## src/rtl/mem_arbiter_pkg.sv

```systemverilog
// Shared encodings and bus widths for the IFU/LSU memory arbiter.
// Optional round-robin arbitration is selected with YSYX_23060251_ARB_RR_EN.
package mem_arbiter_pkg;

  // Bus widths shared with the rest of the ysyx_23060251 core.
  localparam int unsigned XLEN       = 32;
  localparam int unsigned RAM_ADDR_W = 32;
  localparam int unsigned RAM_DATA_W = XLEN;

  localparam logic [1:0] ST_IDLE  = 2'd0;
  localparam logic [1:0] ST_REQ   = 2'd1;
  localparam logic [1:0] ST_WAIT  = 2'd2;
  localparam logic [1:0] ST_DRAIN = 2'd3;

  localparam logic OWN_IFU = 1'b0;
  localparam logic OWN_LSU = 1'b1;

endpackage

```

## src/rtl/mem_arbiter_arb_pick.sv

```systemverilog
// Combinational 2-way grant between IFU and LSU: fixed LSU priority, or
// round-robin on ties when YSYX_23060251_ARB_RR_EN is defined.
module mem_arbiter_arb_pick
  import mem_arbiter_pkg::*;
(
  input  logic enable,
  input  logic ifu_valid,
  input  logic lsu_valid,
`ifdef YSYX_23060251_ARB_RR_EN
  input  logic last_grant,
`endif
  output logic grant_ifu,
  output logic grant_lsu
);

  logic pick_lsu;

  // NOTE: pick_lsu gets a default before any condition so no latch is inferred.
  always_comb begin
    pick_lsu = lsu_valid;
`ifdef YSYX_23060251_ARB_RR_EN
    if (ifu_valid && lsu_valid) begin
      pick_lsu = (last_grant == OWN_IFU);
    end
`endif
  end

  assign grant_lsu = enable & lsu_valid & pick_lsu;
  assign grant_ifu = enable & ifu_valid & ~pick_lsu;

endmodule

```

## src/rtl/mem_arbiter.sv

```systemverilog
// Single-port memory arbiter for the IFU and LSU with a transaction watchdog.
// Define YSYX_23060251_ARB_RR_EN for round-robin tie breaking.
module mem_arbiter
  import mem_arbiter_pkg::*;
#(
  parameter int unsigned ADDR_W         = RAM_ADDR_W,
  parameter int unsigned DATA_W         = RAM_DATA_W,
  parameter int unsigned TIMEOUT_CYCLES = 1024
) (
  input  logic                clk_i,
  input  logic                rst_i,
  input  logic                ifu_req_valid_i,
  output logic                ifu_req_ready_o,
  input  logic [ADDR_W-1:0]   ifu_addr_i,
  output logic                ifu_resp_valid_o,
  output logic [DATA_W-1:0]   ifu_rdata_o,
  output logic                ifu_resp_err_o,
  input  logic                lsu_req_valid_i,
  output logic                lsu_req_ready_o,
  input  logic [ADDR_W-1:0]   lsu_addr_i,
  input  logic                lsu_wen_i,
  input  logic [DATA_W-1:0]   lsu_wdata_i,
  input  logic [DATA_W/8-1:0] lsu_wmask_i,
  output logic                lsu_resp_valid_o,
  output logic [DATA_W-1:0]   lsu_rdata_o,
  output logic                lsu_resp_err_o,
  output logic                mem_req_valid_o,
  input  logic                mem_req_ready_i,
  output logic [ADDR_W-1:0]   mem_addr_o,
  output logic                mem_wen_o,
  output logic [DATA_W-1:0]   mem_wdata_o,
  output logic [DATA_W/8-1:0] mem_wmask_o,
  input  logic                mem_resp_valid_i,
  input  logic [DATA_W-1:0]   mem_rdata_i,
  input  logic                mem_resp_err_i
);

  localparam int unsigned CNT_W = $clog2(TIMEOUT_CYCLES);
  localparam logic [CNT_W-1:0] CNT_LAST = CNT_W'(TIMEOUT_CYCLES - 1);

  logic [1:0]          state_q, state_d;
  logic                owner_q;
  logic [CNT_W-1:0]    cnt_q;
  logic [ADDR_W-1:0]   addr_q;
  logic                wen_q;
  logic [DATA_W-1:0]   wdata_q;
  logic [DATA_W/8-1:0] wmask_q;

  logic grant_ifu, grant_lsu, grant;
  logic timeout, resp_real, resp_tout, resp_fire, resp_err;
  logic [DATA_W-1:0] resp_data;

`ifdef YSYX_23060251_ARB_RR_EN
  logic last_grant_q;
`endif

  mem_arbiter_arb_pick u_arb_pick (
    .enable     (state_q == ST_IDLE && !rst_i),
    .ifu_valid  (ifu_req_valid_i),
    .lsu_valid  (lsu_req_valid_i),
`ifdef YSYX_23060251_ARB_RR_EN
    .last_grant (last_grant_q),
`endif
    .grant_ifu  (grant_ifu),
    .grant_lsu  (grant_lsu)
  );

  assign grant           = grant_ifu | grant_lsu;
  assign ifu_req_ready_o = grant_ifu;
  assign lsu_req_ready_o = grant_lsu;

  // A real accept/response always wins over a coincident timeout.
  assign timeout   = (cnt_q == CNT_LAST);
  assign resp_real = !rst_i && state_q == ST_WAIT && mem_resp_valid_i;
  assign resp_tout = !rst_i && timeout &&
                     ((state_q == ST_REQ  && !mem_req_ready_i) ||
                      (state_q == ST_WAIT && !mem_resp_valid_i));
  assign resp_fire = resp_real | resp_tout;
  assign resp_err  = resp_real ? mem_resp_err_i : 1'b1;
  assign resp_data = resp_real ? mem_rdata_i : '0;

  assign ifu_resp_valid_o = resp_fire && owner_q == OWN_IFU;
  assign ifu_resp_err_o   = ifu_resp_valid_o & resp_err;
  assign ifu_rdata_o      = ifu_resp_valid_o ? resp_data : '0;
  assign lsu_resp_valid_o = resp_fire && owner_q == OWN_LSU;
  assign lsu_resp_err_o   = lsu_resp_valid_o & resp_err;
  assign lsu_rdata_o      = lsu_resp_valid_o ? resp_data : '0;

  assign mem_req_valid_o = !rst_i && state_q == ST_REQ;
  assign mem_addr_o      = addr_q;
  assign mem_wen_o       = wen_q;
  assign mem_wdata_o     = wdata_q;
  assign mem_wmask_o     = wmask_q;

  always_comb begin
    state_d = state_q;
    unique case (state_q)
      ST_IDLE:  if (grant) state_d = ST_REQ;
      ST_REQ: begin
        if (mem_req_ready_i) state_d = ST_WAIT;
        else if (timeout)    state_d = ST_IDLE;
      end
      ST_WAIT: begin
        if (mem_resp_valid_i) state_d = ST_IDLE;
        else if (timeout)     state_d = ST_DRAIN;
      end
      ST_DRAIN: if (mem_resp_valid_i) state_d = ST_IDLE;
      default:  state_d = ST_IDLE;
    endcase
  end

  // NOTE: all state uses non-blocking assignments so every flop samples pre-edge values.
  // NOTE: the latched payload is reset as well, because it drives mem_* outputs directly.
  always_ff @(posedge clk_i) begin
    if (rst_i) begin
      state_q <= ST_IDLE;
      owner_q <= OWN_IFU;
      cnt_q   <= '0;
      addr_q  <= '0;
      wen_q   <= 1'b0;
      wdata_q <= '0;
      wmask_q <= '0;
    end else begin
      state_q <= state_d;
      if (grant) begin
        owner_q <= grant_lsu ? OWN_LSU : OWN_IFU;
        cnt_q   <= '0;
        addr_q  <= grant_lsu ? lsu_addr_i : ifu_addr_i;
        wen_q   <= grant_lsu & lsu_wen_i;
        wdata_q <= grant_lsu ? lsu_wdata_i : '0;
        wmask_q <= grant_lsu ? lsu_wmask_i : '0;
      end else if ((state_q == ST_REQ || state_q == ST_WAIT) && !timeout) begin
        // Saturates so a WAIT entered on the last cycle still times out.
        cnt_q <= cnt_q + 1'b1;
      end
    end
  end

`ifdef YSYX_23060251_ARB_RR_EN
  always_ff @(posedge clk_i) begin
    if (rst_i) begin
      last_grant_q <= OWN_IFU;
    end else if (grant) begin
      last_grant_q <= grant_lsu ? OWN_LSU : OWN_IFU;
    end
  end
`endif

endmodule

```

## config.mk

```make
export PLATFORM = sky130hd
export DESIGN_NAME = mem_arbiter
export DESIGN_NICKNAME = d
export VERILOG_FILES = /design/src/rtl/mem_arbiter_pkg.sv /design/src/rtl/mem_arbiter_arb_pick.sv /design/src/rtl/mem_arbiter.sv
export SDC_FILE = /design/constraint.sdc
export NUM_CORES = 1
export LEC_CHECK = 0
export CAP_MARGIN = 10
export CELL_PAD_IN_SITES_DETAIL_PLACEMENT = 0
export CELL_PAD_IN_SITES_GLOBAL_PLACEMENT = 1
export CORE_ASPECT_RATIO = 1.25
export CORE_MARGIN = 5
export CORE_UTILIZATION = 25
export CTS_BUF_LIST = sky130_fd_sc_hd__clkbuf_8
export DETAILED_ROUTE_END_ITERATION = 16
export PLACE_DENSITY = 0.87
export SLEW_MARGIN = 20
export SYNTH_ARGS = -nofsm -noshare
export SYNTH_HDL_FRONTEND = slang
export SYNTH_SLANG_ARGS = --single-unit
```

## constraint.sdc

```tcl
create_clock -name clk_i -period 2.52 [get_ports clk_i]
set_clock_uncertainty 0.2 [all_clocks]
set_input_delay 0.378 -clock clk_i [delete_from_list [all_inputs] [get_ports clk_i]]
set_output_delay 0.378 -clock clk_i [all_outputs]
set_load 0.005 [all_outputs]
```

# --- After elaboration in Yosys (flattened, before gate mapping) ---
# Cells that the tools add are included.
totals:
  reg_bits: 82
  input_bits: 140
  output_inout_bits: 140
  elab_cells: 62
op_classes:
  n_addsub: 1
  eq_ne: 8
  n_mux: 15
  bitwise_logic: 11
  reduce_logical: 20
op_table:
  columns: ["cell", "n"]
  rows:
  - ["$mux 32", 5]
  - ["$mux 2", 6]
  - ["$logic_and 1x1->1", 11]
  - ["$add 10x1->10 const B", 1]
  - ["$eq 10x10->1 const B", 1]
  - ["$pmux 2 s4", 1]
  - ["$and 1x1->1", 7]
  - ["$ne 3x3->1 const B", 2]
  - ["$eq 2x2->1 const B", 2]
  - ["$logic_not 1->1", 4]
  - ["$mux 4", 1]
  - ["$ne 2x2->1 const B", 2]
  - ["$reduce_and 4->1", 1]
  - ["$eq 2x1->1 const B", 1]
  - ["$logic_not 2->1", 1]
  - ["$logic_or 1x1->1", 2]
  - ["$mux 1", 2]
  - ["$not 1->1", 2]
  - ["$or 1x1->1", 2]
  - ["$reduce_or 2->1", 1]

# --- Depth between registers and ports, before layout ---
# Gate-level depths: netlist of run 1.
logic_depth:
  word_depth: 7
  ltp_mapped: 9
  mapped_depth_nobuf: 6

# --- By module ---
# Synthesis of run 1 repeated with hierarchy kept, for this count alone.
unflattened:
  cells_unflattened: 433
  area_unflattened_um2: 3804.9
by_module_without_submodules:
  columns: ["mod", "instances", "cells_each", "area_each_um2", "seq_area_each_um2"]
  rows:
  - ["mem_arbiter", 1, 431, 3788.6, 1641.6]
  - ["mem_arbiter_arb_pick", 1, 2, 16.3, 0.0]

# --- Least setup slack after synthesis of run 1 ---
# No wires, ideal clock.
synth_path:
  kind: "reg-to-output"
  startpoint: "register state_q[0]"
  endpoint: "output ifu_resp_err_o"
  arrival_time_ps: 1349
  required_time_ps: 1942
  setup_slack_ps: 593
  path_stages_with_launch: 7
  n_path_buf: 0
  cell_sequence: "dfxtp_1 -> inv_1 -> ha_1 -> nor2b_1 -> or2_2 -> a31oi_1 -> nor3_1"
synth_via:
  elab_chain_len: 7
  word_cells_on_any_way: 12
  classes_between: "eq/ne: 2; mux: 1; bitwise: 2; reduce/logical: 7"
synth_lines:
  columns: ["item", "line", "source"]
  rows:
  - ["start, declared", "mem_arbiter.sv:41", "logic [1:0] state_q, state_d;"]
  - ["start signal, assigned", "mem_arbiter.sv:124", "state_q <= state_d;"]
  - ["$eq 2x1->1 / $eq 2x2->1 (equally long branches)", "mem_arbiter.sv:76, mem_arbiter.sv:74, mem_arbiter.sv:77", null]
  - ["$logic_and 1x1->1, on equally long branches", "mem_arbiter.sv:76, mem_arbiter.sv:77", null]
  - ["$logic_or 1x1->1", "mem_arbiter.sv:76", "((state_q == ST_REQ && !mem_req_ready_i) ||"]
  - ["$logic_and 1x1->1", "mem_arbiter.sv:75", "assign resp_tout = !rst_i && timeout &&"]
  - ["$or 1x1->1", "mem_arbiter.sv:78", "assign resp_fire = resp_real | resp_tout;"]
  - ["$logic_and 1x1->1", "mem_arbiter.sv:82", "assign ifu_resp_valid_o = resp_fire && owner_q == OWN_IFU;"]
  - ["$and 1x1->1 *", "mem_arbiter.sv:83", "assign ifu_resp_err_o = ifu_resp_valid_o & resp_err;"]
  - ["end, declared", "mem_arbiter.sv:17", "output logic ifu_resp_err_o,"]
# Mark *: on every way between the ends. The rest lies on a longest branch, timed or not.

# --- Final worst setup path of run 1 ---
layout_path:
  startpoint: "register state_q[0]"
  endpoint: "output ifu_resp_valid_o"
layout_via:
  elab_chain_len: 6
  word_cells_on_any_way: 10
  classes_between: "eq/ne: 2; bitwise: 1; reduce/logical: 7"
layout_lines:
  columns: ["item", "line", "source"]
  rows:
  - ["$eq 2x1->1 / $eq 2x2->1 (equally long branches)", "mem_arbiter.sv:76, mem_arbiter.sv:74, mem_arbiter.sv:77", null]
  - ["$logic_and 1x1->1, on equally long branches", "mem_arbiter.sv:76, mem_arbiter.sv:77", null]
  - ["$logic_or 1x1->1", "mem_arbiter.sv:76", null]
  - ["$logic_and 1x1->1", "mem_arbiter.sv:75", null]
  - ["$or 1x1->1 *", "mem_arbiter.sv:78", null]
  - ["$logic_and 1x1->1 *", "mem_arbiter.sv:82", null]
  - ["end, declared", "mem_arbiter.sv:15", "output logic ifu_resp_valid_o,"]
# Marked as above.

==> results of run 1 <==
==> repair_timing <==
action / CTS / global route
endpoints found under the setup margin: 97 / 75
setup buffers: 3 / 2
gates resized for setup: 93 / 32
pin swaps: 3 / 2
gates cloned: 1 / 2
==> placed cells by master, fill, tap and decap left out, types with 3 or more instances in the layout <==
cell type,n
clkdlybuf4s15_1,10
o31ai_1,4
buf_12,4
nand3b_1,32
o21ai_0,35
clkdlybuf4s15_2,7
buf_4,19
a21oi_1,9
nor2b_4,3
ha_1,4
clkbuf_8,9
dfxtp_2,3
dlymetal6s2s_1,27
clkdlybuf4s50_1,207
dfxtp_1,79
nor2_1,6
a22o_1,37
bufinv_16,4
and2_1,64
or4_1,4
inv_1,5
or3_1,3
nand2_1,6
nor2b_1,3
dlygate4sd2_1,26
mux2i_1,33
==> worst paths after layout <==
path	from	endpoint	slack (ns)	cells past startpoint
worst min-delay path	mem_wdata_o[23]	mem_wdata_o[23]	0.28	1
worst min register to register	mem_wdata_o[23]	mem_wdata_o[23]	0.28	1
worst max-delay path	state_q[0]	ifu_resp_valid_o	0.08	7
worst max register to register	state_q[1]	mem_wdata_o[18]	0.10	8
==> critical path: stages, from the launching register on <==
cell	delay, ns
dfxtp_2	0.35
buf_4	0.12
ha_1	0.18
nor2b_4	0.19
or2_4	0.15
nand2_1	0.08
a211oi_2	0.19
dlygate4sd2_1	0.27
==> area by class of cell <==
class                   count  area, µm²
inverters                   6       22.5
flip-flops and latches     82       1650
multi-input cells         278       2150
clock buffers               9        124
well taps                 212        265
repair buffers            305       3110
clock inverters             6        138
fillers                  1458       7990
==> flip-flops by register name (all words and copies together) (netlist names) <==
name and flops:
mem_addr_o 32, mem_wmask_o 4, mem_wen_o 1, state_q 2, mem_wdata_o 32, owner_q 1
cnt_q 10
==> metrics by stage <==
step / worst slack [ns] / util [%] / TNS (ns) / hold WS [ns]
detailed placement: -0.234 / 45.1 / -16.09 / 0.253
floorplan: 0.593 / - / 0 / 0.265
CTS: -0.00178 / 47.5 / -0.00416 / 0.282
global placement: -0.187 / 45.1 / -12.87 / 0.257
finish: 0.0753 / 48.3 / 0 / 0.278
global route: -0.0128 / 48.3 / -0.0205 / 0.289
==> logic make-up after synthesis <==
kind of cell,share of synthesized area [%]
flops,42.0
simple gates,23.4
xor+xnor,0.224
fa+ha+maj,1.92
compound gates,18.2
buf+inv,5.70
mux,8.46
==> report_power, final <==
group | switching [W] | total, W | internal, W
logic | 0.000368 | 0.000971 | 0.000603
registers | 0.0000754 | 0.00151 | 0.00144
clock network | 0.000483 | 0.00124 | 0.000760
total | 0.000927 | 0.00373 | 0.00280
==> layer usage <==
metal / share of wire (%) / track usage, % / wire length (µm) / vias to the layer above
li1: - / - / - / 1987
met1: 34 / 15.3 / 5350 / 1946
met2: 52 / 29.6 / 8110 / 219
met3: 12 / 6.99 / 1800 / 19
met4: 2.0 / 5.49 / 311 / 2
met5: 0.045 / 0 / 7 / -
==> insert_results.sql, run 1 <==
INSERT INTO impl_metrics (metric_group, metric, value, unit) VALUES
('placed_design', 'dpl-instance-area', '6970', 'µm²'),
('timing', 'timing.final.setup_violations', '0', ''),
('cts', 'cts-htree-levels', '3', ''),
('layout', 'drive_gt1_share', '10.8', '%'),
('synth', 'syn_area', '3910', 'µm²'),
('power_and_ir_drop', 'finalPower', '0.00373', 'W'),
('die', 'floorplan.io_pins', '280', ''),
('power_and_ir_drop', 'leakagePower', '3.41', 'nW'),
('synth', 'postSynthRegisterBits', '82', ''),
('timing', 'hold_viol', '0', ''),
('cts', 'clock_sink_count', '82', ''),
('setup_path', 'worstSetupEndpointType', 'output pin', ''),
('placed_design', 'rd_place_congestion', '0.878', ''),
('worst_hold_path', 'timing.hold.worst.class', 'reg -> reg', ''),
('synth', 'netlist_top_cells_area', 'dfxtp_1 (42%), and2_1 (11%), mux2i_1 (8.5%)', ''),
('die', 'die-area', '18200', 'µm²'),
('global_routing', 'grtUsageTotal', '15.8', '%'),
('synth', 'yosysMostFrequentCell', 'dfxtp_1', ''),
('setup_path', 'crit_required', '1.94', 'ns'),
('global_routing', 'grt_pass1_vias', '4462', ''),
('cts', 'cts_buffers', '9', ''),
('die', 'fp.coreArea', '15400', 'µm²'),
('drt', 'aggregate_routed_wire_length', '15600', 'µm'),
('setup_path', 'critical_path_class', 'reg -> out', ''),
('die', 'initial_core_utilization', '25.3', '%'),
('drt', 'drt-wirelength-per-cell', '17.3', 'µm'),
('setup_path', 'cp_max_fo', '3', ''),
('global_routing', 'antenna_found_initial', '1', ''),
('synth', 'asyncSetResetFlopFracSynth', '0', '%'),
('synth', 'post_synth_most_frequent_cells', 'dfxtp_1 (82), and2_1 (66), a22o_1 (37), o21ai_0 (35), mux2i_1 (33)', ''),
('die', 'count_of_standard_cell_rows', '51', ''),
('synth', 'synthesis.yosys.warnings', '0', ''),
('placed_design', 'placed_cells', '875', ''),
('run', 'maxCapViolations', '0', ''),
('synth', 'netlist.top_cell.by_area', 'dfxtp_1', ''),
('die', 'die_w', '122', 'µm'),
('outcome', 'outcome', 'finished clean', ''),
('synth', 'synthDominantCellAreaShare', '42.0', '%'),
('synth', 'yosys_most_used_dff', 'dfxtp_1', ''),
('layout', 'layout-area-overhead-vs-synth', '90.8', '%'),
('global_routing', 'grt_start_max_net_pins', '66', ''),
('drt', 'ant_nets', '0', ''),
('placed_design', 'place.port_buffers', '279', ''),
('synth', 'number_of_synthesized_flops_with_an_enable_pin', '0', ''),
('drt', 'drc', '0', ''),
('setup_path', 'cp-start-kind', 'flop', ''),
('cts', 'quantity_of_hold_fixing_buffers_added_after_cts', '0', ''),
('synth', 'synth_area_per_cell', '9.84', 'µm²'),
('drt', 'detailroute.via_count', '4173', ''),
('synth', 'synth_cell_type_count', '42', ''),
('layout', 'final_area', '7450', 'µm²'),
('cts', 'clk_latency', '0.35', 'ns'),
('power_and_ir_drop', 'vdd_ir_drop_max', '283', 'µV'),
('timing', 'final.period_utilization', '97.0', '%'),
('drt', 'vias_per_cell', '4.65', ''),
('timing', 'timing_max_transition_violations_final', '0', ''),
('synth', 'synth_nets', '543', ''),
('power_and_ir_drop', 'power.density', '500', 'nW/µm²'),
('timing', 'worst_slew_pin_tran', '0.914', 'ns'),
('layout', 'num-nets-final', '828', ''),
('timing', 'timing.max_slew.rel_slack', '38.8', '%'),
('placed_design', 'dp.final_hpwl', '11900', 'µm'),
('cts', 'clock_tree_from_tritoncts', 'yes', ''),
('setup_path', 'timing.critical_path.arrival', '1.87', 'ns'),
('synth', 'ys_seq_area_share', '42.0', '%'),
('layout', 'final_cells', '898', ''),
('drt', 'drt_first_pass_iters', '4', ''),
('global_routing', 'gr-total-overflow', '0', ''),
('global_routing', 'global_route_wire_length_before_repair', '22800', 'µm'),
('layout', 'antenna_cells_inserted', '0', ''),
('cts', 'maximum_root_to_sink_buffer_count', '2', ''),
('synth', 'post_synth_inst_count', '397', ''),
('cts', 'root_buffer', 'clkbuf_8', ''),
('die', 'dieHeight', '150', 'µm'),
('timing', 'period_needed', '2.44', 'ns'),
('drt', 'detail_route.iter0.violations', '193', ''),
('timing', 'max_freq', '0.409', 'GHz'),
('cts', 'path_clk_slew', '0.09', 'ns');
No activity file was read; power rests on OpenSTA's default activity.
==> run 2, diff against run 1 <==
Settings changed: ABC_AREA from default to 1, CORE_UTILIZATION 25 to 22, PLACE_DENSITY 0.87 to 0.85.
==> run 2 against run 1 <==
The run now ends with negative setup slack left; sequential power increased by 21%; die area is 5.8% higher; hold slack worse by 0.021 ns; flip-flop and latch count is the same; highest routed layer is now met4.
==> insert_results.sql, run 2 <==
INSERT INTO impl_metrics (metric_group, metric, value, unit) VALUES
('outcome', 'outcome', 'finished with violations', ''),
('outcome', 'violated_checks', 'negative setup slack', ''),
('timing', 'period_needed', '2.57', 'ns'),
('global_routing', 'gr-total-overflow', '0', ''),
('synth', 'synth_compound_gate_area_share', '20.0', '%'),
('timing', 'worst_slew_pin_tran', '0.715', 'ns'),
('synth', 'asyncSetResetFlopFracSynth', '0', '%'),
('synth', 'synth_simple_gate_area_share', '26.0', '%'),
('cts', 'cts-htree-levels', '3', ''),
('timing', 'timing.final.setup_violations', '2', ''),
('drt', 'vias_per_cell', '4.32', ''),
('synth', 'post_synth_most_frequent_cells', 'nor2_1 (116), nand2_1 (105), dfxtp_1 (82), o21ai_0 (39), a22o_1 (37)', ''),
('synth', 'post_synth_xor_area_fraction', '0.480', '%'),
('layout', 'antenna_cells_inserted', '0', ''),
('layout', 'final_cell_mix', 'clkdlybuf4s50_1 (213), nor2_1 (111), nand2_1 (99)', ''),
('timing', 'timing_max_transition_violations_final', '0', ''),
('drt', 'drt-wirelength-per-cell', '14.5', 'µm'),
('synth', 'fraction_of_the_mapped_netlist_area_in_adder_cells', '2.06', '%'),
('setup_path', 'cp_max_fo', '4', ''),
('worst_hold_path', 'worst_hold_startpoint', 'mem_addr_o[26]', ''),
('global_routing', 'grt_start_max_net_pins', '70', ''),
('cts', 'clock_sink_count', '82', ''),
('placed_design', 'worst_slack_placed', '-0.141', 'ns'),
('die', 'die-area', '19300', 'µm²'),
('layout', 'multi_input_comb_area', '1840', 'µm²'),
('global_routing', 'antenna_found_initial', '0', ''),
('timing', 'timing.max_slew.rel_slack', '52.4', '%'),
('cts', 'clock_tree_from_tritoncts', 'yes', ''),
('synth', 'syn_area', '3650', 'µm²'),
('timing', 'setup_slack', '-0.0472', 'ns'),
('synth', 'number_of_synthesized_flops_with_an_enable_pin', '0', ''),
('synth', 'post_synth_inst_count', '500', ''),
('layout', 'num-nets-final', '932', ''),
('global_routing', 'grt_pass1_vias', '4168', ''),
('layout', 'drive_gt1_share', '10.2', '%'),
('setup_path', 'r2r-start', 'state_q[0]', ''),
('cts', 'clk_latency', '0.34', 'ns'),
('setup_path', 'timing.critical_path.arrival', '1.99', 'ns'),
('placed_design', 'rd_place_congestion', '0.837', ''),
('synth', 'synthDominantCellAreaShare', '44.9', '%'),
('setup_path', 'worstSetupEndpointType', 'output pin', ''),
('die', 'count_of_standard_cell_rows', '52', ''),
('synth', 'yosys_most_used_dff', 'dfxtp_1', ''),
('synth', 'synthesis.yosys.warnings', '0', ''),
('timing', 'hold_viol', '0', ''),
('die', 'dieHeight', '154', 'µm'),
('power_and_ir_drop', 'leakagePower', '3.31', 'nW'),
('layout', 'layout-area-overhead-vs-synth', '94.4', '%'),
('die', 'die_w', '125', 'µm'),
('setup_path', 'crit_required', '1.94', 'ns'),
('drt', 'ant_nets', '0', ''),
('timing', 'hold_ws', '0.257', 'ns'),
('timing', 'final.period_utilization', '102', '%'),
('layout', 'final.fill_count', '1631', ''),
('die', 'initial_core_utilization', '22.5', '%'),
('synth', 'ys_seq_area_share', '44.9', '%'),
('synth', 'synth_cell_type_count', '25', ''),
('placed_design', 'dp.final_hpwl', '10900', 'µm'),
('run', 'maxCapViolations', '0', ''),
('cts', 'cts_buffers', '9', ''),
('synth', 'synth_nets', '646', ''),
('drt', 'drc', '0', ''),
('drt', 'aggregate_routed_wire_length', '14600', 'µm'),
('synth', 'netlist.top_cell.by_area', 'dfxtp_1', ''),
('global_routing', 'global_route_wire_length_before_repair', '21700', 'µm'),
('cts', 'root_buffer', 'clkbuf_8', ''),
('synth', 'yosysMostFrequentCell', 'nor2_1', ''),
('die', 'fp.coreArea', '16300', 'µm²'),
('setup_path', 'critical_path_class', 'reg -> out', ''),
('layout', 'layout_commonest_cell', 'clkdlybuf4s50_1', ''),
('layout', 'layout.area.seq', '1650', 'µm²'),
('synth', 'postSynthRegisterBits', '82', ''),
('drt', 'detailroute.via_count', '4350', ''),
('setup_path', 'cp-start-kind', 'flop', ''),
('timing', 'grt_setup_unrepaired', 'yes', ''),
('worst_hold_path', 'timing.hold.worst.class', 'reg -> reg', ''),
('global_routing', 'grtUsageTotal', '13.9', '%'),
('setup_path', 'crit_start', 'state_q[1]', ''),
('cts', 'path_clk_slew', '0.09', 'ns'),
('power_and_ir_drop', 'vdd_ir_drop_max', '332', 'µV'),
('timing', 'max_freq', '0.390', 'GHz'),
('synth', 'main_combinational_cell_family_by_area_after_synthesis', 'simple AND/OR/NAND/NOR gates', ''),
('cts', 'maximum_root_to_sink_buffer_count', '2', ''),
('placed_design', 'place.port_buffers', '279', ''),
('synth', 'netlist_top_cells_area', 'dfxtp_1 (45%), nor2_1 (12%), nand2_1 (11%)', ''),
('setup_path', 'timing.reg2reg.setup_slack', '0.36', 'ns'),
('power_and_ir_drop', 'power.density', '662', 'nW/µm²'),
('drt', 'drt_first_pass_iters', '4', ''),
('synth', 'synth.mux.area_fraction', '0', '%'),
('die', 'floorplan.io_pins', '280', ''),
('synth', 'synth_area_per_cell', '7.30', 'µm²'),
('drt', 'detail_route.iter0.violations', '229', ''),
('cts', 'quantity_of_hold_fixing_buffers_added_after_cts', '0', '');
[run 2: cell types whose count changed in the layout (fill, tap and decap cells not counted), moves of 5 or more]
cell             change
nand2_2              +7
clkdlybuf4s15_2      -7
clkbuf_2             +7
inv_1               +10
nand3_1              +5
clkdlybuf4s50_1      +6
nand3b_1            -32
o21ai_1             +29
and2_1              -64
clkdlybuf4s15_1      -6
mux2i_1             -33
nor2_1             +105
nand2_1             +93
[run 2: metal layers]
layer,GRT usage [%],routed length (µm)
met2,25.1,7240
met4,6.82,534
met1,14.6,5720
met5,0,0
met3,4.41,1150
[run 2: area by class of cell]
class	instances	area share, %
flip-flops and latches	82	23.2
well taps	216	3.81
inverters	21	1.22
repair buffers	307	43.2
clock buffers	9	1.74
multi-input cells	365	26.0
clock inverters	7	0.846
[run 2: path summary, 6_finish.rpt]
check                                         to  depth (start not counted)
worst max-delay path            ifu_resp_valid_o                          9
worst min-delay path              mem_addr_o[26]                          2
worst max register to register     mem_addr_o[0]                          7
worst min register to register    mem_addr_o[26]                          2
[run 2: logic make-up (layout without fill, tap and decap cells)]
kind of cell             Yosys count  after routing
AO/OA/AOI/OAI                    117            117
AND/OR/NAND/NOR                  240            240
buffers and inverters             53            344
flip-flops                        82             82
adder cells (fa/ha/maj)            6              6
XOR/XNOR                           2              2
[run 2: power breakdown]
part           internal (W)  switching [W]
sequential          0.00163       0.000182
combinational       0.00109       0.000887
clock              0.000377       0.000531
[run 2: metrics by stage]
| stage | util, % | TNS, ns | area [µm²] | power (W) | instances |
|---|---|---|---|---|---|
| 5_1_grt | 43.7 | -0.387 | 7100 | 0.00502 | 1007 |
| 4_1_cts | 42.7 | -4.55 | 6950 | 0.00475 | 1001 |
| 6_report | 43.7 | -0.0892 | 7100 | 0.00470 | 1007 |
| 3_5_place_dp | 41.5 | -2.86 | 6750 | 0.00380 | 984 |
| 3_3_place_gp | 41.5 | -2.20 | 6750 | 0.00379 | 984 |
| 2_1_floorplan | - | 0 | 3650 | 0.00260 | 500 |
[run 2: critical path, stage by stage (launching register included)]
cell	delay (ns)
dfxtp_2	0.36
inv_2	0.08
ha_2	0.17
inv_1	0.06
o21ai_2	0.14
nand2_2	0.08
nor2_4	0.12
nor2_4	0.05
nor2_1	0.08
clkdlybuf4s50_1	0.50
[run 2: repair_timing]
| item | in CTS | in global routing |
|---|---|---|
| setup endpoints to repair | 68 | 50 |
| cloned | 1 | 1 |
| setup buffers | 0 | 5 |
| pin swaps | 2 | 0 |
| resized for setup | 59 | 60 |
==> run 3, diff against run 2 <==
Settings changed: ABC_CLOCK_PERIOD_IN_PS from default to 2520.
==> results of run 3 <==
Same layout as run 2: the final DEF is identical, and so are final timing and power.
